### src/rtl/ibex_regfile_init_ctrl.sv
// Write-port controller for a reset-less FPGA register file: sweeps x1..x(N-1) to WordZeroVal
// after reset or on request, otherwise muxes core writeback (priority) and debug writes.
module ibex_regfile_init_ctrl #(
  parameter bit                    RV32E       = 1'b0,
  parameter int unsigned           DataWidth   = 32,
  parameter logic [DataWidth-1:0]  WordZeroVal = '0
) (
  input  logic                 clk_i,
  input  logic                 rst_ni,
  input  logic                 init_req_i,
  input  logic [4:0]           core_waddr_i,
  input  logic [DataWidth-1:0] core_wdata_i,
  input  logic                 core_we_i,
  input  logic                 dbg_req_i,
  input  logic [4:0]           dbg_waddr_i,
  input  logic [DataWidth-1:0] dbg_wdata_i,
  output logic                 dbg_gnt_o,
  output logic [4:0]           rf_waddr_o,
  output logic [DataWidth-1:0] rf_wdata_o,
  output logic                 rf_we_o,
  output logic                 busy_o,
  output logic                 err_o
);

  localparam int unsigned NumWords = RV32E ? 16 : 32;
  localparam logic [4:0]  LastAddr = 5'(NumWords - 1);

  // Debug handshake: the requester holds dbg_req_i (with stable address/data)
  // until dbg_gnt_o is seen high; the write commits on that same edge.
  typedef enum logic [1:0] {
    ST_START = 2'd0,
    ST_CLEAR = 2'd1,
    ST_IDLE  = 2'd2
  } state_e;

  state_e     r_state;
  logic [4:0] r_cnt;
  logic       r_err;
  logic       w_busy;

  assign w_busy = (r_state != ST_IDLE);
  assign busy_o = w_busy;
  assign err_o  = r_err;

  always_ff @(posedge clk_i or negedge rst_ni) begin
    if (!rst_ni) begin
      r_state <= ST_START;
      r_cnt   <= 5'd1;
      r_err   <= 1'b0;
    end else begin
      // A core write while busy is dropped; flag it for one cycle per offence.
      r_err <= core_we_i & w_busy;
      case (r_state)
        ST_START: begin
          r_state <= ST_CLEAR;
          r_cnt   <= 5'd1;
        end
        ST_CLEAR: begin
          if (r_cnt == LastAddr) begin
            r_state <= ST_IDLE;
          end else begin
            r_cnt <= r_cnt + 5'd1;
          end
        end
        ST_IDLE: begin
          if (init_req_i) begin
            r_state <= ST_CLEAR;
            r_cnt   <= 5'd1;
          end
        end
        default: begin
          r_state <= ST_START;
          r_cnt   <= 5'd1;
        end
      endcase
    end
  end

  always_comb begin
    dbg_gnt_o  = 1'b0;
    rf_we_o    = 1'b0;
    rf_waddr_o = 5'd0;
    rf_wdata_o = WordZeroVal;
    case (r_state)
      ST_CLEAR: begin
        rf_we_o    = 1'b1;
        rf_waddr_o = r_cnt;
        rf_wdata_o = WordZeroVal;
      end
      ST_IDLE: begin
        if (core_we_i) begin
          rf_we_o    = 1'b1;
          rf_waddr_o = core_waddr_i;
          rf_wdata_o = core_wdata_i;
        end else if (dbg_req_i) begin
          rf_we_o    = 1'b1;
          rf_waddr_o = dbg_waddr_i;
          rf_wdata_o = dbg_wdata_i;
          dbg_gnt_o  = 1'b1;
        end else begin
          rf_waddr_o = core_waddr_i;
          rf_wdata_o = core_wdata_i;
        end
      end
      default: begin
        rf_we_o    = 1'b0;
        rf_waddr_o = 5'd0;
        rf_wdata_o = WordZeroVal;
      end
    endcase
  end

endmodule
### config.mk
export PLATFORM = sky130hd
export DESIGN_NAME = ibex_regfile_init_ctrl
export DESIGN_NICKNAME = d
export VERILOG_FILES = /design/src/rtl/ibex_regfile_init_ctrl.sv
export SDC_FILE = /design/constraint.sdc
export NUM_CORES = 1
export LEC_CHECK = 0
export ABC_AREA = 1
export CAP_MARGIN = 5
export CORE_MARGIN = 5
export CORE_UTILIZATION = 29
export DETAILED_ROUTE_END_ITERATION = 10
export PLACE_DENSITY = 0.84
export SKIP_CTS_REPAIR_TIMING = 1
export SLEW_MARGIN = 5
export SYNTH_ARGS = -nofsm -noshare
export SYNTH_HDL_FRONTEND = slang
export SYNTH_SLANG_ARGS = --single-unit
### constraint.sdc
create_clock -name clk_i -period 1.8 [get_ports clk_i]
set_input_delay 0.36 -clock clk_i [delete_from_list [all_inputs] [get_ports clk_i]]
set_output_delay 0.36 -clock clk_i [all_outputs]
set_load 0.05 [all_outputs]
# [After elaboration in Yosys (flattened, before gate mapping)]
# Cells that the tools add are included.
[totals] word_cells=32 reg_bits=8 in_bits=79 output_inout_bits=41
[op_classes] addsub=1 bitwise_logic=1 eq_ne=7 reduce_logical=3 mux=17
[ops] operator="32-bit 2-to-1 mux" count=3
[ops] operator="5-bit 2-to-1 mux" count=4
[ops] operator="5-bit case mux with 2 select lines" count=2
[ops] operator="2-bit != test (second input constant)" count=4
[ops] operator="2-bit case mux with 3 select lines" count=1
[ops] operator="5-bit by 1-bit adder with 5-bit output (second input constant)" count=1
[ops] operator="5-bit == test (second input constant)" count=1
[ops] operator="1-bit 2-to-1 mux" count=4
[ops] operator="2-bit 2-to-1 mux" count=2
[ops] operator="2-bit AND reduction" count=2
[ops] operator="2-bit by 1-bit == test with 1-bit output (second input constant)" count=1
[ops] operator="2-bit == test (second input constant)" count=1
[ops] operator="2-bit zero test" count=1
[ops] operator="1-bit case mux with 2 select lines" count=1
[ops] operator="1-bit bitwise AND" count=1

# [Depth between registers and ports, before layout]
# Gate-level depths: netlist of run 1.
[logic_depth] word_depth=3 mapped_depth=9

# [Worst setup path before layout of run 1]
# OpenSTA, ideal clock, no wires.
[synth_timing] path_type="reg2out" start="reg r_state[0]" end="out rf_wdata_o[10]" path_stages_with_launch=6 required_time_ps=1440 path_slack_ps=-334 t_arrival_ps=1774 cell_sequence="dfrtp_1 inv_1 ha_1 clkbuf_1 o21ai_1 nor2_1"
[synth_via] elab_chain_len=2
[synth_rtl] item="from (decl)" line_no="36" rtl="state_e r_state;"
[synth_rtl] item="from (signal assigned)" line_no="47" rtl="r_state <= ST_START;"
[synth_rtl] item="from (signal assigned)" line_no="55" rtl="r_state <= ST_CLEAR;"
[synth_rtl] item="from (signal assigned)" line_no="60" rtl="r_state <= ST_IDLE;"
[synth_rtl] item="2-bit == test" line_no="84" rtl="case (r_state)"
[synth_rtl] item="32-bit 2-to-1 mux" line_no="84"
[synth_rtl] item="to (decl)" line_no="19" rtl="output logic [DataWidth-1:0] rf_wdata_o,"
# Every way passes these cells.

# [Worst setup path after layout of run 1]
[layout_timing] start="reg r_state[1]" end="out rf_wdata_o[12]"
# The elaborated chain is that of the path after synthesis.

==> impl_metrics.py, run 1 <==
metrics = {
    "cts": {
        "cts-root-buf": "clkbuf_8",
        "htree_levels": 1,
        "cts_buffer_depth": 2,
        "numCtsBuffers": 3,
        "cts_tree": "done",
        "clk_pin_slew_ns": 0.05,
        "clock-sinks": 8,
        "clock_latency_ns": 0.24,
    },
    "synth": {
        "synthCells": 201,
        "yosys_warnings": 0,
        "synth-edff-count": 0,
        "synth-seq-cells": 8,
        "synthesis.area_um2": 1150,
        "syn_area_per_cell_um2": 5.75,
        "synth_top_area_share_pct": 22.4,
        "synth_cell_type_count": 22,
        "synthArstFlopShare_pct": 100,
        "synth_top_cells_by_area": "nor2_1, dfrtp_1, ha_1",
        "synth_seq_area_share_pct": 17.4,
        "synth_most_common_cell": "nor2_1",
        "synthFlopType": "dfrtp_1",
        "syn_nets": 288,
        "synth_top_cell_by_area": "nor2_1",
        "synthTopCellsByCount": "nor2_1, nand2_1, o21ai_1",
    },
    "floorplan": {
        "die_area_um2": 5340,
        "start_util_pct": 29.3,
        "core_um2": 3940,
        "ios": 120,
        "fp.dieW_um": 73.1,
        "fp.dieH_um": 73.1,
        "num_rows": 23,
    },
    "routing": {
        "antenna_left": 0,
        "num_vias": 1934,
        "drtIter0Drc": 91,
        "drc": 0,
        "viasPerCell": 5.01,
        "wirelength_mm": 6.41,
        "dr.pass1.iters": 4,
        "post_drt_wl_per_cell_um": 16.6,
    },
    "finish": {
        "final_nets": 423,
        "multi_input_area_um2": 1220,
        "syn_to_final_growth_pct": 200,
        "regArea_um2": 203,
        "fill_cells": 182,
        "drive_above_1_share_pct": 42.7,
        "finalNonFillerCells": 386,
    },
    "timing": {
        "rsz0062_at_grt": "true",
        "fin_crit_ns": 1.90,
        "finalSetupTns_ns": -2.11,
        "drv_slew": 0,
        "slew_headroom_pct": 71.5,
        "setup_violations": 39,
        "fmax_mhz": 527,
        "clock_skew_ns": 0.00254,
        "worst_pin_slew_ns": 0.426,
        "hold_viol": 0,
        "setup_ws_ns": -0.0963,
        "period_share_pct": 105,
    },
    "placed_design": {
        "dpl.hpwl_mm": 4.60,
        "gp_congestion": 0.810,
        "place_inst": 373,
        "port-buffer-count": 119,
        "dp_slack_ns": -0.283,
    },
    "job": {
        "drv_cap": 0,
    },
    "pwr": {
        "ir_drop_mv": 1.24,
        "p_leak_uw": 0.00138,
        "power_density_nw_per_um2": 1430,
    },
    "critical_path": {
        "crit_path_start_kind": "register",
        "arrival_ns": 1.54,
        "crit_type": "register to primary output",
        "worstReg2RegStart": "r_cnt[0]$_DFFE_PN1P_",
        "worstSetupEndpointType": "primary output",
        "slowest_stage": "dfrtp_2",
        "crit_path_start": "r_state[1]$_DFFE_PN0P_",
        "cp_common_cell": "buf_12",
        "required_ns": 1.44,
        "cp_max_fo": 10,
        "crit_path_max_incr_delay_ns": 0.43,
        "cp_cell_sequence": "buf_4, ha_4, buf_12, o21ai_1, nor2_4, buf_12",
    },
    "hold_path": {
        "hold_class": "input pin to async pin",
    },
    "global_route": {
        "grt_usage_pct": 20.3,
        "gr-total-overflow": 0,
        "grt_antenna_before_repair": 0,
        "grt_max_degree": 24,
        "grt_pass1_wl_mm": 8.52,
        "grt_pass1_vias": 1827,
    },
    "run_status": {
        "violations": "setup timing",
        "status": "complete, but fails checks",
    },
}
placed cells by master (no fill, tap or decap), types with 2 or more instances in the layout:
master	Yosys	routed
buf_6	4	3
nand3b_1	5	5
a21oi_4	0	6
buf_12	0	44
nand3_2	0	2
nor2_2	0	19
o21ai_0	15	7
ha_1	8	5
inv_2	2	2
dlymetal6s2s_1	0	2
inv_1	14	13
nand3_4	0	2
nand2_1	26	25
buf_4	0	14
clkbuf_16	0	2
dfrtp_1	7	6
nor2_1	69	22
clkdlybuf4s50_1	0	76
clkbuf_8	0	3
nand3_1	9	5
ha_4	0	3
nor2_4	0	28
o21ai_2	2	8
nand4_1	2	2
o21ai_1	19	21
sequential cells by signal, indices dropped and copies added, names as in the netlist:
signal   cells
err_o        1
r_state      2
r_cnt        5
per-stage QoR:
| stage | hold WS (ns) | utilization, % | cell area (um^2) | total power (uW) |
|---|---|---|---|---|
| 2_1_floorplan | 0.0644 | - | 1430 | 2410 |
| 5_1_grt | 0.454 | 87.9 | 3470 | 5150 |
| 3_3_place_gp | 0.485 | 79.1 | 3120 | 4180 |
| 6_report | 0.426 | 88.0 | 3470 | 4950 |
| 4_1_cts | 0.419 | 80.2 | 3160 | 4510 |
| 3_5_place_dp | 0.500 | 79.1 | 3120 | 4240 |
power breakdown:
group | switching [uW] | leakage [uW] | internal, uW
logic | 2380 | 0.00125 | 2030
registers | 59.2 | 0.000101 | 241
clock network | 86.6 | 0.0000228 | 155
worst max-delay path: cells and delay by family (launching register included):
kind	cells	cell delay, ns
simple gates	1	0.08
fa+ha+maj	1	0.19
flops	1	0.43
compound gates	1	0.16
buf+inv	3	0.44
path summary, 6_finish.rpt:
kind | cells after the start | slack, ns | to
worst min register to register | 2 | 0.54 | r_cnt[0]$_DFFE_PN1P_
worst min-delay path | 1 | 0.43 | r_cnt[3]$_DFFE_PN0P_
worst max-delay path | 6 | -0.1 | rf_wdata_o[12]
min in group clk_i | 2 | 0.54 | r_cnt[0]$_DFFE_PN1P_
worst max register to register | 9 | 0.07 | r_cnt[3]$_DFFE_PN0P_
max in group asynchronous | 1 | 1.04 | r_cnt[0]$_DFFE_PN1P_
cell type report:
class	instances	area share [%]
inverter	16	1.80
clock buffer	4	1.30
multi-input combinational	165	35.2
antenna	1	0.0721
sequential	8	5.84
tap	50	1.80
timing repair buffer	142	53.9
logic make-up (layout without fill, tap and decap cells):
| family | Yosys count | count (layout) | share of synthesized area (%) |
|---|---|---|---|
| DFF | 8 | 8 | 17.4 |
| adders and majority gates | 8 | 8 | 8.67 |
| buffers and inverters | 28 | 162 | 13.8 |
| and+or+nand+nor | 113 | 113 | 40.2 |
| AOI/OAI and AO/OA | 44 | 44 | 19.9 |
| other | 0 | 1 | 0 |
metal layers:
metal	routed length (um)	global-route usage, %
met5	0	0
met1	2260	22.1
met3	547	4.27
met2	3420	38.6
met4	186	5.74
Note: power is estimated with default switching activity, not from simulation.
==> inputs of run 2 (changes only) <==
--- a/config.mk
+++ b/config.mk
@@ -8,9 +8,9 @@
 export ABC_AREA = 1
 export CAP_MARGIN = 5
 export CORE_MARGIN = 5
-export CORE_UTILIZATION = 29
+export CORE_UTILIZATION = 26
 export DETAILED_ROUTE_END_ITERATION = 10
-export PLACE_DENSITY = 0.84
+export PLACE_DENSITY = 0.8
 export SKIP_CTS_REPAIR_TIMING = 1
 export SLEW_MARGIN = 5
 export SYNTH_ARGS = -nofsm -noshare
==> constraint.sdc (replaced) <==
create_clock -name clk_i -period 1.6 [get_ports clk_i]
set_input_delay 0.32 -clock clk_i [delete_from_list [all_inputs] [get_ports clk_i]]
set_output_delay 0.32 -clock clk_i [all_outputs]
set_load 0.05 [all_outputs]
==> run 2 against run 1 <==
  * The flow still finishes with violations (setup timing)
  * Worst setup slack worse by 0.17 ns
  * Final cell count up 1.6%
  * Core utilization down 6.5 points
  * Largest power group unchanged
  * Highest routed layer unchanged
  * Design area up 1.6%
  * Count of clock-buffer cells in the layout unchanged
  * Largest cell class unchanged
==> impl_metrics.py, run 2 (synthesis gave the netlist of run 1 again) <==
metrics = {
    "run_status": {
        "status": "complete, but fails checks",
        "violations": "setup timing",
    },
    "timing": {
        "drv_slew": 0,
        "fin_crit_ns": 1.86,
        "fmax_mhz": 537,
        "period_share_pct": 116,
        "worst_pin_slew_ns": 0.339,
        "rsz0062_at_grt": "true",
        "hold_viol": 0,
        "setup_ws_ns": -0.262,
        "whs_ns": 0.362,
        "clock_skew_ns": 0.00624,
        "setup_violations": 40,
        "slew_headroom_pct": 77.3,
    },
    "cts": {
        "cts-root-buf": "clkbuf_8",
        "clock_latency_ns": 0.23,
        "clk_pin_slew_ns": 0.04,
        "cts_buffer_depth": 2,
        "numCtsBuffers": 3,
        "clock-sinks": 8,
        "cts_tree": "done",
        "htree_levels": 1,
    },
    "critical_path": {
        "crit_path_start_kind": "register",
        "worstSetupEndpointType": "primary output",
        "required_ns": 1.28,
        "cp_max_fo": 6,
        "crit_type": "register to primary output",
        "arrival_ns": 1.54,
    },
    "floorplan": {
        "fp.dieH_um": 76.6,
        "num_rows": 24,
        "start_util_pct": 26.7,
        "die_area_um2": 5870,
        "core_um2": 4320,
        "fp.dieW_um": 76.6,
        "ios": 120,
    },
    "placed_design": {
        "place_inst": 382,
        "placed_cell_area_um2": 3190,
        "port-buffer-count": 119,
        "dpl.hpwl_mm": 5.00,
        "gp_congestion": 0.807,
    },
    "finish": {
        "finalNonFillerCells": 392,
        "fin_area_um2": 3520,
        "mostFrequentLayoutCell": "clkdlybuf4s50_1",
        "largest_reg_flops": 5,
        "drive_above_1_share_pct": 48.8,
        "syn_to_final_growth_pct": 205,
        "n_antenna_cell": 0,
        "utilization_pct": 81.5,
        "final_nets": 428,
        "mostFrequentLayoutCells": "clkdlybuf4s50_1, buf_12, nor2_4",
        "registers.top_by_ff_count": "r_cnt",
    },
    "routing": {
        "drtIter0Drc": 41,
        "drc": 0,
        "wirelength_mm": 6.52,
        "num_vias": 1878,
        "viasPerCell": 4.79,
        "dr.pass1.iters": 4,
        "post_drt_wl_per_cell_um": 16.6,
        "antenna_left": 0,
    },
    "global_route": {
        "gr-total-overflow": 0,
        "grt_usage_pct": 19.8,
        "grt_pass1_vias": 1917,
        "grt_max_degree": 34,
        "grt_pass1_wl_mm": 9.66,
        "grt_antenna_before_repair": 0,
    },
    "pwr": {
        "power_density_nw_per_um2": 1600,
        "ir_drop_mv": 1.36,
        "p_leak_uw": 0.00137,
    },
    "job": {
        "drv_cap": 0,
    },
    "hold_path": {
        "hold_class": "input pin to async pin",
    },
}
run 2: changes by cell type in the layout (fill, tap and decap cells not counted), sizes merged:
cell,previous run,this run
diode,1,0
clkinvlp,0,1
inv,16,15
buf,62,67
run 2: final timing paths:
path | start | end | slack, ns | cells past startpoint
worst max register to register | r_cnt[0]$_DFFE_PN1P_ | r_cnt[3]$_DFFE_PN0P_ | 0.05 | 9
min in group clk_i | r_cnt[4]$_DFFE_PN0P_ | r_cnt[4]$_DFFE_PN0P_ | 0.51 | 2
worst min register to register | r_cnt[4]$_DFFE_PN0P_ | r_cnt[4]$_DFFE_PN0P_ | 0.51 | 2
worst max-delay path | r_state[1]$_DFFE_PN0P_ | rf_waddr_o[1] | -0.26 | 6
max in group asynchronous | rst_ni | r_cnt[0]$_DFFE_PN1P_ | 0.94 | 1
worst min-delay path | rst_ni | r_state[1]$_DFFE_PN0P_ | 0.36 | 1
run 2: cell type report:
type / count / area (um^2)
Clock buffer: 4 / 45.0
Multi-Input combinational cell: 165 / 1260
Timing Repair Buffer: 147 / 1880
Inverter: 16 / 68.8
Sequential cell: 8 / 201
Tap cell: 52 / 65.1
Fill cell: 230 / 802
run 2: through the flow:
step	setup slack (ns)	power (uW)	TNS [ns]
after floorplan	-0.0303	2820	-0.296
after global placement	-0.370	4780	-11.50
after detailed placement	-0.391	4850	-12.97
after CTS	-0.393	5110	-13.63
after global routing	-0.355	5930	-11.75
final	-0.262	5630	-8.63
run 2: worst max-delay path, stage by stage (launching register included):
cell and delay (ns):
dfrtp_1 0.41, inv_2 0.10, ha_4 0.28, clkinvlp_4 0.09, buf_12 0.15, a21oi_4 0.14, buf_12 0.15
run 2: metal layers:
metal | global-route usage (%) | vias to the layer above | wire length (um)
li1 | - | 924 | -
met1 | 22.6 | 861 | 2490
met2 | 36.6 | 83 | 3530
met3 | 4.61 | 10 | 392
met4 | 4.55 | 0 | 104
met5 | 0 | - | 0
run 2: power by group:
group	total (uW)	switching, uW	internal [uW]
combinational	5060	2740	2330
clock	248	75.4	172
sequential	318	49.8	268
total	5630	2860	2770
==> inputs of run 3 (changes only) <==
--- a/config.mk
+++ b/config.mk
@@ -7,7 +7,6 @@
 export LEC_CHECK = 0
 export ABC_AREA = 1
 export CAP_MARGIN = 5
-export CORE_MARGIN = 5
 export CORE_UTILIZATION = 26
 export DETAILED_ROUTE_END_ITERATION = 10
 export PLACE_DENSITY = 0.8
==> constraint.sdc (replaced) <==
create_clock -name clk_i -period 1.6 [get_ports clk_i]
set_input_delay 0.24 -clock clk_i [delete_from_list [all_inputs] [get_ports clk_i]]
set_output_delay 0.24 -clock clk_i [all_outputs]
set_load 0.05 [all_outputs]
==> run 3 against run 2 <==
  * The flow still finishes with violations (setup timing)
  * Non-clock buffer count fell by 5
  * Core utilization rose by 6.5 points
  * Combinational power rose by 4.2%
  * Sequential power rose by 6.9%
  * Sequential cell count did not move
  * Maximum frequency rose by 5.5%
  * First-iteration DRC count rose by 150%
  * Critical path type unchanged
  * Highest routed layer unchanged
==> impl_metrics.py, run 3 (synthesis gave the netlist of run 1 again) <==
metrics = {
    "floorplan": {
        "fp.dieH_um": 68.6,
        "num_rows": 23,
        "start_util_pct": 27.9,
        "core_um2": 4140,
        "die_area_um2": 4710,
        "fp.dieW_um": 68.6,
        "ios": 120,
    },
    "pwr": {
        "swShare_pct": 51.3,
        "switchingPower_uw": 3020,
        "p_comb_share_pct": 89.7,
        "power_density_nw_per_um2": 1610,
        "cell_internal_pwr_uw": 2860,
        "p_leak_uw": 0.00139,
        "p_clk_share_pct": 4.6,
        "seqPwrFrac_pct": 5.8,
        "ir_drop_mv": 1.16,
    },
    "job": {
        "drv_cap": 0,
    },
    "finish": {
        "final_nets": 423,
        "syn_to_final_growth_pct": 216,
        "mostFrequentLayoutCell": "clkdlybuf4s50_1",
        "finalNonFillerCells": 385,
        "drive_above_1_share_pct": 54.9,
        "mostFrequentLayoutCells": "clkdlybuf4s50_1, buf_12, nor2_2, o21ai_2, nor2_4",
        "n_antenna_cell": 0,
        "registers.top_by_ff_count": "r_cnt",
        "largest_reg_flops": 5,
    },
    "critical_path": {
        "cp_max_fo": 8,
        "crit_type": "register to primary output",
        "cp_cell_sequence": "buf_4, ha_1, buf_6, nand2_1, a21oi_4, buf_12",
        "crit_path_max_incr_delay_ns": 0.40,
        "required_ns": 1.36,
        "crit_path_start_kind": "register",
        "cp_num_buf_inv": 3,
        "arrival_ns": 1.52,
        "rrSetupSlack_ns": -0.07,
        "rr_worst_depth": 8,
        "crit_family": "buffers and inverters",
        "r2r_end": "r_state[1]$_DFFE_PN0P_",
        "worstSetupEndpointType": "primary output",
        "worstReg2RegStart": "r_cnt[0]$_DFFE_PN1P_",
        "slowest_stage": "dfrtp_1",
    },
    "placed_design": {
        "place_inst": 374,
        "gp_congestion": 0.888,
        "dpl.hpwl_mm": 4.25,
        "port-buffer-count": 119,
    },
    "global_route": {
        "gr-total-overflow": 0,
        "grt_pass1_wl_mm": 7.87,
        "grt_pass1_vias": 1810,
        "grt_max_degree": 22,
        "grt_usage_pct": 21.8,
        "grt_antenna_before_repair": 0,
    },
    "routing": {
        "wirelength_mm": 6.47,
        "dr.pass1.iters": 4,
        "drc": 0,
        "post_drt_wl_per_cell_um": 16.8,
        "drtIter0Drc": 101,
        "num_vias": 1960,
        "antenna_left": 0,
        "viasPerCell": 5.09,
    },
    "cts": {
        "clk_pin_slew_ns": 0.05,
        "cts_buffer_depth": 2,
        "clock_latency_ns": 0.23,
        "cts-root-buf": "clkbuf_8",
        "numCtsBuffers": 3,
        "htree_levels": 1,
        "clock-sinks": 8,
        "cts_tree": "done",
    },
    "timing": {
        "hold_viol": 0,
        "slew_headroom_pct": 73.5,
        "period_share_pct": 110,
        "whs_ns": 0.300,
        "fmax_mhz": 567,
        "drv_slew": 0,
        "rsz0062_at_grt": "true",
        "setup_violations": 40,
        "worst_pin_slew_ns": 0.396,
        "fin_crit_ns": 1.76,
        "setup_ws_ns": -0.164,
        "clock_skew_ns": 0.000704,
    },
    "hold_path": {
        "hold_class": "input pin to async pin",
    },
    "run_status": {
        "status": "complete, but fails checks",
        "violations": "setup timing",
    },
}
## run 3: cell count changes in the layout (fill, tap and decap cells not counted), sizes merged
cell  before  now
buf       67   62
## run 3: worst max-delay path by stage
stage / to / cells after the start / startpoint / slack [ns]
floorplan: rf_wdata_o[10] / 5 / r_state[0]$_DFFE_PN0P_ / -0.07
global placement: rf_wdata_o[4] / 8 / core_we_i / -0.23
detailed placement: rf_wdata_o[5] / 8 / core_we_i / -0.27
CTS: rf_waddr_o[2] / 5 / r_state[1]$_DFFE_PN0P_ / -0.33
global route: rf_waddr_o[2] / 6 / r_state[0]$_DFFE_PN0P_ / -0.21
finish: rf_waddr_o[2] / 6 / r_state[0]$_DFFE_PN0P_ / -0.16
## run 3: worst reg2reg max path, stage by stage (launching register included)
cell     delay, ns
dfstp_2       0.56
ha_4          0.13
nand2_1       0.06
nor2_1        0.13
ha_2          0.20
buf_4         0.13
o21ai_4       0.07
nor2_1        0.18
a21oi_1       0.08
## run 3: final cells by class
class	count	area, um^2
Timing Repair Buffer	142	1880
Multi-Input combinational cell	165	1390
Fill cell	189	498
Sequential cell	8	203
Inverter	16	71.3
Tap cell	50	62.6
Clock buffer	4	45.0
## run 3: power groups by stage
stage / Combinational (uW) / Sequential (uW) / Clock [uW]
floorplan: 2410 / 346 / 0
global placement: 4310 / 307 / 0
detailed placement: 4370 / 311 / 0
CTS: 4380 / 309 / 267
global route: 5510 / 343 / 277
finish: 5270 / 340 / 268
## run 3: layer usage
| metal | vias to the layer above | routed length (um) | global-route usage, % |
|---|---|---|---|
| met4 | 0 | 218 | 6.51 |
| li1 | 911 | - | - |
| met5 | - | 0 | 0 |
| met1 | 908 | 2180 | 24.9 |
| met2 | 117 | 3460 | 40.7 |
| met3 | 24 | 610 | 3.95 |
## run 3: per-stage QoR
stage / util, % / setup TNS [ns] / worst slack, ns / cell area (um^2) / power [uW]
after global routing: 88.0 / -6.61 / -0.212 / 3650 / 6130
after detailed placement: 75.9 / -9.09 / -0.271 / 3150 / 4680
after floorplan: - / -0.0687 / -0.0687 / 1450 / 2750
final: 88.0 / -4.67 / -0.164 / 3650 / 5880
after global placement: 75.9 / -6.58 / -0.227 / 3150 / 4620
after CTS: 77.0 / -10.21 / -0.328 / 3190 / 4960
